$ cat src/rtl/i2s_rx_frontend.sv
// I2S receiver: oversamples BCLK/LRCK/SDATA on the master clock and forwards one channel per rclk rise.
// Latency: data_out one cycle after a detected rclk edge. There is no backpressure: a missed sample raises overrun and a reused one raises underrun.
module i2s_rx_frontend #(
    parameter int WORD_W      = 24,
    parameter int SLOT_W      = 32,
    parameter int LOCK_FRAMES = 4
) (
    input  logic                     clock,
    input  logic                     rstn,
    input  logic                     bclk_in,
    input  logic                     lrck_in,
    input  logic                     sdata_in,
    input  logic                     ch_sel,
    input  logic                     rclk_in,
    output logic signed [WORD_W-1:0] data_out,
    output logic                     locked,
    output logic                     frame_err,
    output logic                     underrun,
    output logic                     overrun
);
    localparam int BIT_W   = $clog2(WORD_W);
    localparam int SLOT_CW = $clog2(SLOT_W + 1);
    localparam int GOOD_W  = $clog2(LOCK_FRAMES + 1);
    localparam logic [BIT_W-1:0]   LAST_BIT = BIT_W'(WORD_W - 1);
    localparam logic [SLOT_CW-1:0] SLOT_MAX = SLOT_CW'(SLOT_W);
    localparam logic [GOOD_W-1:0]  GOOD_MAX = GOOD_W'(LOCK_FRAMES);

    localparam logic [1:0] IDLE  = 2'd0;
    localparam logic [1:0] SHIFT = 2'd1;
    localparam logic [1:0] PAD   = 2'd2;

    // BCLK and rclk carry a third history flop for edge detection; LRCK and SDATA are only sampled
    logic [2:0] bclk_s, rclk_s;
    logic [1:0] lrck_s, sdata_s;

    logic [1:0]         state;
    logic               primed, lrck_prev, chan, ch_sel_q, fresh;
    logic [BIT_W-1:0]   bit_cnt;
    logic [SLOT_CW-1:0] slot_cnt;
    logic [GOOD_W-1:0]  good_cnt;
    logic [WORD_W-1:0]  shift_reg, hold_reg, word;
    logic               bclk_rise, rclk_rise, lr_chg, commit, commit_sel, err;

    assign bclk_rise  = bclk_s[1] & ~bclk_s[2];
    assign rclk_rise  = rclk_s[1] & ~rclk_s[2];
    assign lr_chg     = primed && (lrck_s[1] != lrck_prev);
    assign word       = {shift_reg[WORD_W-2:0], sdata_s[1]};
    assign commit     = bclk_rise && (state == SHIFT) && !lr_chg && (bit_cnt == LAST_BIT);
    assign commit_sel = commit && (chan == ch_sel);
    assign err        = bclk_rise && (((state == SHIFT) && lr_chg) ||
                                      ((state == PAD) && !lr_chg && (slot_cnt == SLOT_MAX)));
    assign locked     = (good_cnt == GOOD_MAX);

    always_ff @(posedge clock or negedge rstn) begin
        if (!rstn) begin
            bclk_s  <= '0;
            rclk_s  <= '0;
            lrck_s  <= '0;
            sdata_s <= '0;
        end else begin
            bclk_s  <= {bclk_s[1:0], bclk_in};
            rclk_s  <= {rclk_s[1:0], rclk_in};
            lrck_s  <= {lrck_s[0], lrck_in};
            sdata_s <= {sdata_s[0], sdata_in};
        end
    end

    // The rise on which the new LRCK level is first seen carries the I2S delay bit; capture starts on the next rise
    always_ff @(posedge clock or negedge rstn) begin
        if (!rstn) begin
            state     <= IDLE;
            primed    <= 1'b0;
            lrck_prev <= 1'b0;
            chan      <= 1'b0;
            bit_cnt   <= '0;
            slot_cnt  <= '0;
            shift_reg <= '0;
        end else if (bclk_rise) begin
            primed    <= 1'b1;
            lrck_prev <= lrck_s[1];
            if (slot_cnt != SLOT_MAX) slot_cnt <= slot_cnt + 1'b1;
            if (lr_chg) begin
                state    <= SHIFT;
                chan     <= lrck_s[1];
                bit_cnt  <= '0;
                slot_cnt <= SLOT_CW'(1);
            end else begin
                case (state)
                    SHIFT: begin
                        shift_reg <= word;
                        bit_cnt   <= bit_cnt + 1'b1;
                        if (bit_cnt == LAST_BIT) state <= PAD;
                    end
                    PAD: if (slot_cnt == SLOT_MAX) state <= IDLE;
                    default: ;
                endcase
            end
        end
    end

    always_ff @(posedge clock or negedge rstn) begin
        if (!rstn) begin
            ch_sel_q  <= 1'b0;
            good_cnt  <= '0;
            hold_reg  <= '0;
            fresh     <= 1'b0;
            data_out  <= '0;
            frame_err <= 1'b0;
            underrun  <= 1'b0;
            overrun   <= 1'b0;
        end else begin
            ch_sel_q  <= ch_sel;
            frame_err <= err;
            underrun  <= 1'b0;
            overrun   <= 1'b0;
            // A channel switch needs a fresh lock on the new stream
            if (err || (ch_sel != ch_sel_q)) good_cnt <= '0;
            else if (commit_sel && !locked) good_cnt <= good_cnt + 1'b1;
            if (commit_sel) hold_reg <= word;
            if (rclk_rise) begin
                data_out <= locked ? (commit_sel ? word : hold_reg) : '0;
                underrun <= locked && !fresh && !commit_sel;
                fresh    <= 1'b0;
            end else if (commit_sel) begin
                overrun <= fresh;
                fresh   <= 1'b1;
            end
        end
    end
endmodule

$ cat config.mk
export PLATFORM = sky130hd
export DESIGN_NAME = i2s_rx_frontend
export DESIGN_NICKNAME = d
export VERILOG_FILES = /design/src/rtl/i2s_rx_frontend.sv
export SDC_FILE = /design/constraint.sdc
export NUM_CORES = 1
export LEC_CHECK = 0
export BUFFER_PORTS_ARGS = -buffer_cell sky130_fd_sc_hd__buf_4
export CORE_UTILIZATION = 30
export CTS_CLUSTER_DIAMETER = 60
export DETAILED_ROUTE_END_ITERATION = 7
export HOLD_SLACK_MARGIN = 0.15
export PLACE_DENSITY = 0.48
export SETUP_SLACK_MARGIN = 0.05
export SLEW_MARGIN = 0
export SYNTH_ARGS = -nofsm -noshare
export SYNTH_HDL_FRONTEND = slang
export SYNTH_SLANG_ARGS = --single-unit
export TNS_END_PERCENT = 50
$ cat constraint.sdc
create_clock -name clock -period 5.1 [get_ports clock]
set_input_delay 0.51 -clock clock [delete_from_list [all_inputs] [get_ports clock]]
set_output_delay 0.51 -clock clock [all_outputs]
set_load 0.005 [all_outputs]
---- Yosys cells after proc, flatten, opt, wreduce, memory -nomap -nowiden ----
Index checks and enable logic that the tools add are counted.
storage, ports and cells
  register bits after elaboration ......... 105
  word-level logic and storage cells ...... 83
cells by class
  $add $sub $neg .......................... 3
  eq/ne operators ......................... 11
  mux-type cells .......................... 17
  bitwise logic cells ..................... 5
  reductions and logical operators ........ 28
operator list
  cell                                                              number
  24-bit 2-to-1 mux                                                 2
  1-bit logical AND                                                 12
  6-bit 2-to-1 mux                                                  2
  5-bit 2-to-1 mux                                                  2
  2-bit nonzero test                                                4
  6-bit by 1-bit adder with 6-bit output (second input constant)    1
  6-bit == test (second input constant)                             1
  2-bit 2-to-1 mux                                                  3
  3-bit 2-to-1 mux                                                  2
  6-bit != test (second input constant)                             1
  2-bit AND reduction                                               3
  5-bit by 1-bit adder with 5-bit output (second input constant)    1
  5-bit == test (second input constant)                             1
  1-bit 2-to-1 mux                                                  5
  1-bit zero test                                                   4
  2-bit case mux with 2 select lines                                1
  4-bit AND reduction                                               1
  3-bit by 1-bit adder with 3-bit output (second input constant)    1
  3-bit == test (second input constant)                             1
  3-bit by 2-bit != test with 1-bit output (second input constant)  1
  3-bit != test (second input constant)                             1
  1-bit NOT                                                         3
  3-bit AND reduction                                               1
  3-bit nonzero test                                                1
  other kinds (6)                                                   9

---- Logic depth before layout (Yosys ltp) ----
Gate-level depths: netlist (run 1).
  depth after elaboration ................. 9
  gate-level depth with buffers ........... 7

---- Least setup slack after synthesis (run 1) ----
Ideal clock, no wire load.
  path type ............................... register to register
  start point ............................. reg bit_cnt[0]
  end point ............................... reg data_out[13]
  setup time .............................. 0.130 ns
  arrival ................................. 1.550 ns
  required time ........................... 4.970 ns
  setup slack ............................. 3.419 ns
  stages on the path, launching flop included .. 8
  path buffers ............................ 2
  clock period less this slack ............ 1.681 ns
  cell sequence ........................... dfrtp_1 -> ha_1 -> and4b_1 -> o2111ai_1 -> buf_6 -> buf_8 -> mux2i_1 -> o21ai_1
on the way
  cells in the longest elaborated chain, start to end .. 5
RTL lines
  item                    line  text
  from (decl)             38    logic [BIT_W-1:0] bit_cnt;
  from (signal assigned)  91    bit_cnt <= bit_cnt + 1'b1;
  5-bit == test           48    assign commit = bclk_rise && (state == SHIFT) && !lr_chg && (bit_cnt == LAST_BIT);
  1-bit logical AND       48
  1-bit logical AND       49    assign commit_sel = commit && (chan == ch_sel);
  24-bit 2-to-1 mux       --
  24-bit 2-to-1 mux       121   data_out <= locked ? (commit_sel ? word : hold_reg) : '0;
  to (signal assigned)    121
  to (decl)               15    output logic signed [WORD_W-1:0] data_out,
Every way passes these cells.
A chain may end at the register's enable or synchronous reset.

---- Worst setup path in the final report (run 1) ----
  start point ............................. reg bit_cnt[0]
  end point ............................... reg data_out[18]
The elaborated chain is that of the path after synthesis.

==> run_results.csv, run 1 <==
group,metric,value,unit
yosys,synth.most_common_cell,"dfrtp_1",
critical_path,crit_path_start_kind,"flop",
route,route.detailed.drc,0,
pwr,ir_worst_vdd,168,uV
clocking,hold_buffers,0,
route,routedWlPerCell,13.6,microns
route,drt_wl_total,7600,microns
status,outcome,"finished, final reports clean",
clocking,cts_sinks,105,
finish,ff_latch_area,2630,sq um
clocking,cts_root_buffer,"clkbuf_16",
clocking,clkLatencyLatePin,0.34,ns
min_path,hp-class,"in2async",
yosys,synth_top_flop_cell,"dfrtp_1",
sta,finalCriticalPeriod,2.31,ns
global_routing,grt_pass1_wl,13300,microns
route,vias,2561,
sta,clock.fmax,432,MHz
sta,timing.setup.tns,0,ns
die,ios,35,
clocking,clkTransAtPathRegs,0.07,ns
pwr,power.density,363,nW/um^2
pwr,intPower,1350,uW
global_routing,track_usage,12.0,%
yosys,synth.ff_latch_count,105,
finish,multi_input_area,1370,sq um
yosys,synth_fp_nets,356,
sta,slew_headroom,21.0,%
sta,rsz0062_at_grt,"no",
yosys,synth.top_cells.by_count,"dfrtp_1 (105), nand2_1 (40), inv_1 (32), mux2i_1 (25), mux2_2 (24)",
yosys,yosysSeqAreaShare,62.6,%
critical_path,cp.required,5.29,ns
flow_run,maxCapViolCount,0,
finish,nFillCells,1371,
yosys,synthTopCellsByArea,"dfrtp_1 (63%), mux2_2 (6.4%), mux2i_1 (6.0%)",
sta,finalCritPeriodShare,45.3,%
sta,setup_violations,0,
placed_design,globalplace.congestion,0.791,
finish,post-route-util,36.6,%
global_routing,grt_max_degree,66,
die,core,13500,sq um
global_routing,grt_pass1_vias,2632,
pwr,p_seq_share,52.8,%
yosys,synth_edf_count,0,
pwr,p_clk_share,39.1,%
critical_path,path_class,"reg2reg",
route,ant_nets,0,
critical_path,path_max_fanout,26,
sta,finClkSkew,0.00836,ns
global_routing,antenna_found_initial,0,
route,drt_iter0_drc,86,
die,start_util,31.2,%
yosys,yosysUniqueCellTypes,44,
placed_design,placed_cells,543,
die,die_w,120,microns
yosys,synth_top_area_share,62.6,%
yosys,avgSynthCellArea,12.2,sq um
critical_path,end_kind,"flop",
sta,drv_slew,0,
critical_path,cp_data_arrival_time,2.50,ns
clocking,cts_resized,0,
yosys,synth-async-reset-ratio,100,%
pwr,leakagePower,0.00266,uW
pwr,swShare,24.2,%
finish,nNetsFinal,390,
pwr,combPwrFrac,8.1,%
finish,syn2layout_area_growth,17.4,%
critical_path,reg2reg_depth,5,
clocking,cts_buffers,9,
placed_design,portBuffers,34,
route,viasPerCell,4.58,
route,first_pass_iters,4,
placed_design,hpwl,4730,microns
pwr,p_switching,433,uW
finish,drive_gt1_share,21.4,%
sta,final_hold_viol_count,0,
die,dieArea,14500,sq um
pwr,finalPower,1790,uW
clocking,post_cts_buffers,0,
die,row_count,42,
global_routing,gr-total-overflow,0,
die,die_y,120,microns
sta,tightestPinTransition,1.18,ns
finish,antenna_cells,0,
yosys,yosys_warnings,0,
yosys,yosys.area.top_type,"dfrtp_1",
clocking,clk_path_buf_depth,2,
yosys,syn_area,4200,sq um
yosys,netlist_instances,344,
finish,final_cell_count_no_fill,559,
clocking,h-tree-depth,3,
clocking,cts_tree,"yes",
layout make-up:
type	count	share of cell area, %
clock buffer	10	4.85
clock inverter	6	1.37
inverter	32	2.44
multi-input combinational	193	27.9
sequential	105	53.4
tap	176	4.47
timing repair buffer	37	5.64
layout by cell type (no fill, tap or decap), types with 2 or more instances in the layout:
master / count
dfrtp_1: 105
nand2_1: 40
buf_4: 37
inv_1: 32
mux2i_1: 25
mux2_2: 24
o21ai_1: 18
o21ai_0: 18
a21oi_1: 9
clkbuf_16: 9
nand3_1: 6
nor2_1: 5
ha_1: 5
nor2b_1: 4
a22o_1: 4
xnor2_1: 3
nor3_1: 3
and4b_1: 2
nand2b_1: 2
and3_1: 2
a211o_1: 2
clkinvlp_4: 2
clkinv_4: 2
metrics by stage:
stage | hold WS [ns] | worst slack [ns] | cell area, sq um
2_1_floorplan | 0.214 | 3.42 | 4200
5_1_grt | 0.249 | 2.54 | 4920
4_1_cts | 0.244 | 2.75 | 4920
3_5_place_dp | 0.336 | 2.76 | 4620
3_3_place_gp | 0.332 | 2.73 | 4620
6_report | 0.267 | 2.79 | 4920
path summary, 6_finish.rpt:
| path | start | end | slack [ns] |
|---|---|---|---|
| setup / recovery | bit_cnt[0] | data_out[18] | 2.79 |
| hold / removal | rstn | shift_reg[1] | 0.27 |
| setup reg to reg | bit_cnt[0] | data_out[18] | 2.79 |
| hold reg to reg | rclk_s[0] | rclk_s[1] | 0.35 |
| max in group asynchronous | rstn | hold_reg[20] | 3.79 |
| min in group clock | sdata_in | sdata_s[0] | 0.27 |
routing by layer:
layer	GRT usage, %	vias up	part of all wire, %
met5	0	-	0
met4	5.56	0	1.7
met3	3.96	11	4.7
met2	18.0	37	45
met1	15.7	1278	48
li1	-	1235	-
kinds of logic (layout without fill, tap and decap cells):
logic type	after synthesis	count (layout)	synth area share (%)
buffers and inverters	46	85	5.10
xor gates and xnor gates	4	4	1.01
and+or+nand+nor	71	71	8.20
muxes	49	49	12.4
adders and majority gates	5	5	1.49
AOI/OAI and AO/OA	64	64	9.18
DFF	105	105	62.6
critical path, stage by stage (launching register included):
cell       delay, ns
dfrtp_1         0.39
ha_1            0.24
and4b_1         0.34
o2111ai_4       0.63
mux2i_1         0.44
o21ai_1         0.12
power by group through the flow:
stage	Clock (uW)	Combinational (uW)	Sequential, uW
after floorplan	0	104	943
after global placement	0	147	957
after detailed placement	0	148	960
after CTS	730	149	944
after global routing	758	166	954
final	699	145	943
Power figures use the tool's default switching activity.
==> run 2: changes to the inputs <==
Clock period 5.1 ns to 2.4 ns, I/O delays scaled along.
==> run_results.csv, run 2 (synthesis gave the netlist of run 1 again) <==
group,metric,value,unit
critical_path,cp_data_arrival_time,2.11,ns
sta,slew_headroom,32.9,%
pwr,finalPower,3850,uW
pwr,p_switching,908,uW
route,route.detailed.drc,0,
critical_path,cp_cell_sequence,"inv_1 -> ha_1 -> nand2_1 -> or2_1 -> o21ai_0",
sta,finalCritPeriodShare,81.0,%
pwr,p_seq_share,52.1,%
global_routing,gr-total-overflow,0,
pwr,p_clk_share,39.5,%
critical_path,path_max_fanout,25,
sta,rsz0062_at_grt,"no",
pwr,leakagePower,0.00272,uW
critical_path,max_stage_delay,0.79,ns
clocking,cts_buffers,9,
finish,nNetsFinal,400,
sta,drv_slew,0,
sta,tightestPinTransition,1.01,ns
flow_run,maxCapViolCount,0,
route,drt_wl_total,7920,microns
finish,drive_gt1_share,21.7,%
die,die_w,120,microns
clocking,cts_tree,"yes",
die,core,13500,sq um
critical_path,endpoint,"data_out[0]",
clocking,clkLatencyLatePin,0.34,ns
route,viasPerCell,4.59,
finish,final_cell_mix,"dfrtp_1 (105), nand2_1 (40), buf_4 (39)",
clocking,h-tree-depth,3,
sta,clock.fmax,515,MHz
die,dieArea,14500,sq um
placed_design,globalplace.congestion,0.765,
route,first_pass_iters,4,
critical_path,reg2reg_from,"good_cnt[0]",
critical_path,r2r_end,"data_out[0]",
route,ant_nets,0,
die,row_count,42,
critical_path,reg2reg_depth,5,
critical_path,cp.required,2.56,ns
die,die_y,120,microns
global_routing,grt_pass1_vias,2741,
finish,antenna_cells,0,
route,routedWlPerCell,14.0,microns
sta,finClkSkew,0.00790,ns
clocking,clk_path_buf_depth,2,
sta,final_hold_viol_count,0,
sta,finalCriticalPeriod,1.94,ns
critical_path,crit_start,"good_cnt[0]",
pwr,power.density,764,nW/um^2
pwr,combPwrFrac,8.5,%
critical_path,critPathSlowestCell,"or2_1",
die,ios,35,
finish,nFillCells,1361,
clocking,cts_sinks,105,
placed_design,hpwl,5170,microns
status,outcome,"finished, final reports clean",
critical_path,crit_path_start_kind,"flop",
sta,timing.setup.tns,0,ns
global_routing,grt_pass1_wl,13800,microns
finish,final_common_cell,"dfrtp_1",
global_routing,grt_max_degree,43,
pwr,intPower,2950,uW
finish,post-route-util,37.5,%
die,start_util,31.2,%
global_routing,antenna_found_initial,0,
clocking,clkTransAtPathRegs,0.07,ns
critical_path,rrSetupSlack,0.46,ns
route,drt_iter0_drc,124,
min_path,hp-class,"reg2reg",
clocking,cts_root_buffer,"clkbuf_16",
critical_path,end_kind,"flop",
finish,syn2layout_area_growth,20.3,%
pwr,swShare,23.6,%
critical_path,path_class,"reg2reg",
placed_design,portBuffers,34,
pwr,ir_worst_vdd,376,uV
sta,setup_violations,0,
global_routing,track_usage,12.3,%
route,vias,2609,
==> run 2: worst min path at each step <==
stage                     startpoint           to  cells past startpoint
final                      bclk_s[0]    bclk_s[1]                      0
after global routing      sdata_s[0]   sdata_s[1]                      0
after floorplan                 rstn    bclk_s[0]                      0
after CTS                 sdata_s[0]   sdata_s[1]                      0
after detailed placement        rstn  data_out[1]                      1
after global placement          rstn  data_out[1]                      1
==> run 2: metrics by stage <==
step           instance area [sq um]  setup WS, ns  cells  hold WS [ns]
2_1_floorplan                   4200         0.719    344       -0.0556
3_3_place_gp                    4670         0.270    546         0.244
3_5_place_dp                    4670         0.192    546         0.241
4_1_cts                         5040         0.182    567         0.363
5_1_grt                         5050         0.172    568         0.366
6_report                        5050         0.457    568         0.360
==> run 2: routing by layer <==
layer	vias to the layer above	track usage [%]	wire length (microns)
li1	1257	-	-
met1	1310	16.5	3840
met2	33	19.3	3710
met3	9	3.21	273
met4	0	3.94	105
met5	-	0	0
==> run 2: power groups by stage <==
stage	clock [uW]	sequential, uW	combinational (uW)
after global placement	0	2030	321
after detailed placement	0	2040	324
after CTS	1570	2010	334
after floorplan	0	2000	221
after global routing	1630	2030	379
final	1520	2010	326
==> run 2: final cells by class <==
| cell class | count | area (sq um) | area share [%] |
|---|---|---|---|
| clock buffers | 12 | 267 | 5.28 |
| clock inverters | 3 | 47.5 | 0.942 |
| inverters | 32 | 120 | 2.38 |
| multi-input cells | 193 | 1370 | 27.2 |
| flip-flops and latches | 105 | 2630 | 52.1 |
| well taps | 176 | 220 | 4.36 |
| repair buffers | 47 | 393 | 7.78 |
==> run 2: what timing repair did <==
action	in CTS	in global routing
hold endpoints to repair	40	0
hold buffers	6	0
setup buffers	0	1
endpoints found under the setup margin	0	2
gates resized for setup	0	0
==> run 2: worst max-delay path: cells and delay by family (launching register included) <==
family / cells / cell delay, ns
and+or+nand+nor: 2 / 0.91
adders and majority gates: 1 / 0.20
DFF: 1 / 0.37
AOI/OAI and AO/OA: 1 / 0.22
buffers and inverters: 1 / 0.07
==> run 3: changes to the inputs <==
Settings changed: ABC_AREA set to 1.
Clock period 2.4 ns to 1.8 ns, I/O delays scaled along.
==> run_results.csv, run 3 <==
group,metric,value,unit
status,outcome,"finished, final reports clean",
route,drt_wl_total,7900,microns
finish,nNetsFinal,499,
route,routedWlPerCell,11.8,microns
yosys,yosys_warnings,0,
clocking,cts_resized,0,
clocking,clkTransAtPathRegs,0.07,ns
pwr,leakagePower,0.00252,uW
sta,rsz0062_at_grt,"yes",
yosys,yosys.area.top_type,"dfrtp_1",
sta,finClkSkew,0.00694,ns
yosys,yosysSeqAreaShare,61.6,%
global_routing,gr-max-usage-layer,"met2",
die,start_util,30.7,%
global_routing,track_usage,12.2,%
placed_design,placed_cells,645,
yosys,synthMuxAreaShare,0,%
sta,timing.setup.tns,0,ns
sta,drv_slew,0,
finish,drive_gt1_share,20.0,%
finish,final_cell_count_no_fill,671,
sta,finalCriticalPeriod,1.58,ns
placed_design,hpwl,5210,microns
global_routing,grt_max_degree,59,
global_routing,antenna_found_initial,0,
critical_path,cp_data_arrival_time,1.82,ns
die,row_count,43,
yosys,synth_top_area_share,61.6,%
placed_design,portBuffers,34,
yosys,synth_edf_count,0,
finish,antenna_cells,0,
die,die_w,121,microns
flow_run,maxCapViolCount,0,
route,ant_nets,0,
critical_path,cp.required,2.04,ns
die,core,13900,sq um
route,vias,2910,
clocking,cts_sinks,105,
clocking,clk_path_buf_depth,2,
sta,final_hold_viol_count,0,
yosys,synth_fp_nets,449,
yosys,synth.top_cells.by_count,"nand2_1 (149), dfrtp_1 (105), inv_1 (47), o21ai_0 (36), o21ai_2 (23)",
route,route.detailed.drc,0,
yosys,synthSimpleGateAreaFrac,18.5,%
yosys,synthXorXnorAreaFrac,1.44,%
clocking,clkLatencyLatePin,0.35,ns
placed_design,globalplace.congestion,0.704,
die,ios,35,
finish,final_common_cell,"nand2_1",
placed_design,preCtsSetupSlack,0.172,ns
route,viasPerCell,4.34,
finish,final_cell_mix,"nand2_1 (149), dfrtp_1 (105), inv_1 (47)",
min_path,hp-class,"in2async",
route,first_pass_iters,4,
global_routing,grtUsageMet3,2.49,%
clocking,cts_tree,"yes",
yosys,synth-adder-area-share,1.47,%
route,drt_iter0_drc,155,
critical_path,end_kind,"flop",
yosys,netlist_instances,437,
yosys,synth_compound_area_share,10.4,%
sta,tightestPinTransition,0.350,ns
yosys,synth_top_family_by_area,"simple AND/OR/NAND/NOR gates",
yosys,syn_area,4270,sq um
sta,setup_violations,0,
finish,syn2layout_area_growth,20.2,%
critical_path,crit_path_start_kind,"flop",
global_routing,grt_pass1_wl,13800,microns
yosys,synth_top_flop_cell,"dfrtp_1",
yosys,avgSynthCellArea,9.76,sq um
clocking,cts_root_buffer,"clkbuf_16",
yosys,synthTopCellsByArea,"dfrtp_1 (62%), nand2_1 (13%), o21ai_2 (4.7%)",
sta,worst_slack,0.224,ns
clocking,h-tree-depth,3,
die,die_y,121,microns
pwr,power.density,918,nW/um^2
yosys,synth.ff_latch_count,105,
global_routing,use_met2,18.2,%
critical_path,path_max_fanout,29,
global_routing,grt_pass1_vias,2840,
yosys,yosysUniqueCellTypes,28,
sta,clock.fmax,635,MHz
yosys,synth-async-reset-ratio,100,%
sta,finalCritPeriodShare,87.5,%
global_routing,gr-total-overflow,0,
die,dieArea,14700,sq um
yosys,synth.most_common_cell,"nand2_1",
sta,slew_headroom,76.7,%
critical_path,path_class,"reg2reg",
pwr,ir_worst_vdd,448,uV
clocking,cts_buffers,9,
global_routing,grt.met1_usage,16.4,%
run 3: changes by cell type after synthesis, sizes merged, moves of 6 or more:
cell	before	now
nand2	40	152
o21ai	36	59
nor2	5	16
nand3	6	12
mux2	24	0
a21oi	10	4
mux2i	25	0
inv	32	49
run 3: power breakdown:
group          switching [uW]  internal, uW
Sequential               72.2          2460
Clock                     855           928
Combinational             249           136
Total                    1180          3530
run 3: logic make-up (layout without fill, tap and decap cells):
family,Yosys count,count (layout)
buffers and inverters,63,117
XOR/XNOR,7,7
AND/OR/NAND/NOR,188,188
AO/OA/AOI/OAI,69,69
adder cells (fa/ha/maj),5,5
flip-flops,105,105
run 3: critical path: stages, from the launching register on:
cell	delay [ns]
dfrtp_1	0.38
ha_1	0.18
nand2_1	0.08
inv_2	0.07
nand3_2	0.10
nor2_4	0.14
nand2_4	0.08
buf_12	0.17
nand2_1	0.08
o21ai_2	0.06
nand2_1	0.07
nand2_1	0.05
run 3: layout make-up:
class                   instances  area (sq um)
repair buffers                 53           463
well taps                     180           225
flip-flops and latches        105          2630
clock buffers                  10           229
clock inverters                 5          33.8
fillers                      1446          8760
multi-input cells             269          1360
inverters                      49           184
run 3: per-stage QoR:
step	total power [uW]	util, %	hold slack [ns]	cell area [sq um]
after detailed placement	2940	34.3	0.116	4760
after global routing	4950	36.9	0.305	5120
after CTS	4780	36.7	0.281	5090
after global placement	2930	34.3	0.114	4760
final	4700	36.9	0.281	5120
after floorplan	2790	-	-0.116	4270
run 3: repair_timing:
action | CTS | global route
setup buffers | 0 | 5
setup endpoints to repair | 0 | 9
hold buffers | 6 | 0
endpoints found under the hold margin | 75 | 0
run 3: path summary, 6_finish.rpt:
check / start / to / slack, ns / cells past startpoint
setup / recovery: bit_cnt[0] / data_out[18] / 0.22 / 11
hold / removal: rstn / slot_cnt[2] / 0.28 / 2
setup reg to reg: bit_cnt[0] / data_out[18] / 0.22 / 11
hold reg to reg: bclk_s[0] / bclk_s[1] / 0.35 / 0
max in group asynchronous: rstn / data_out[17] / 0.89 / 3
min in group clock: bclk_s[0] / bclk_s[1] / 0.35 / 0
run 3: per-layer routing:
metal | vias up | routed length (microns)
li1 | 1474 | -
met2 | 40 | 3610
met1 | 1386 | 3920
met4 | 0 | 142
met5 | - | 0
met3 | 10 | 223
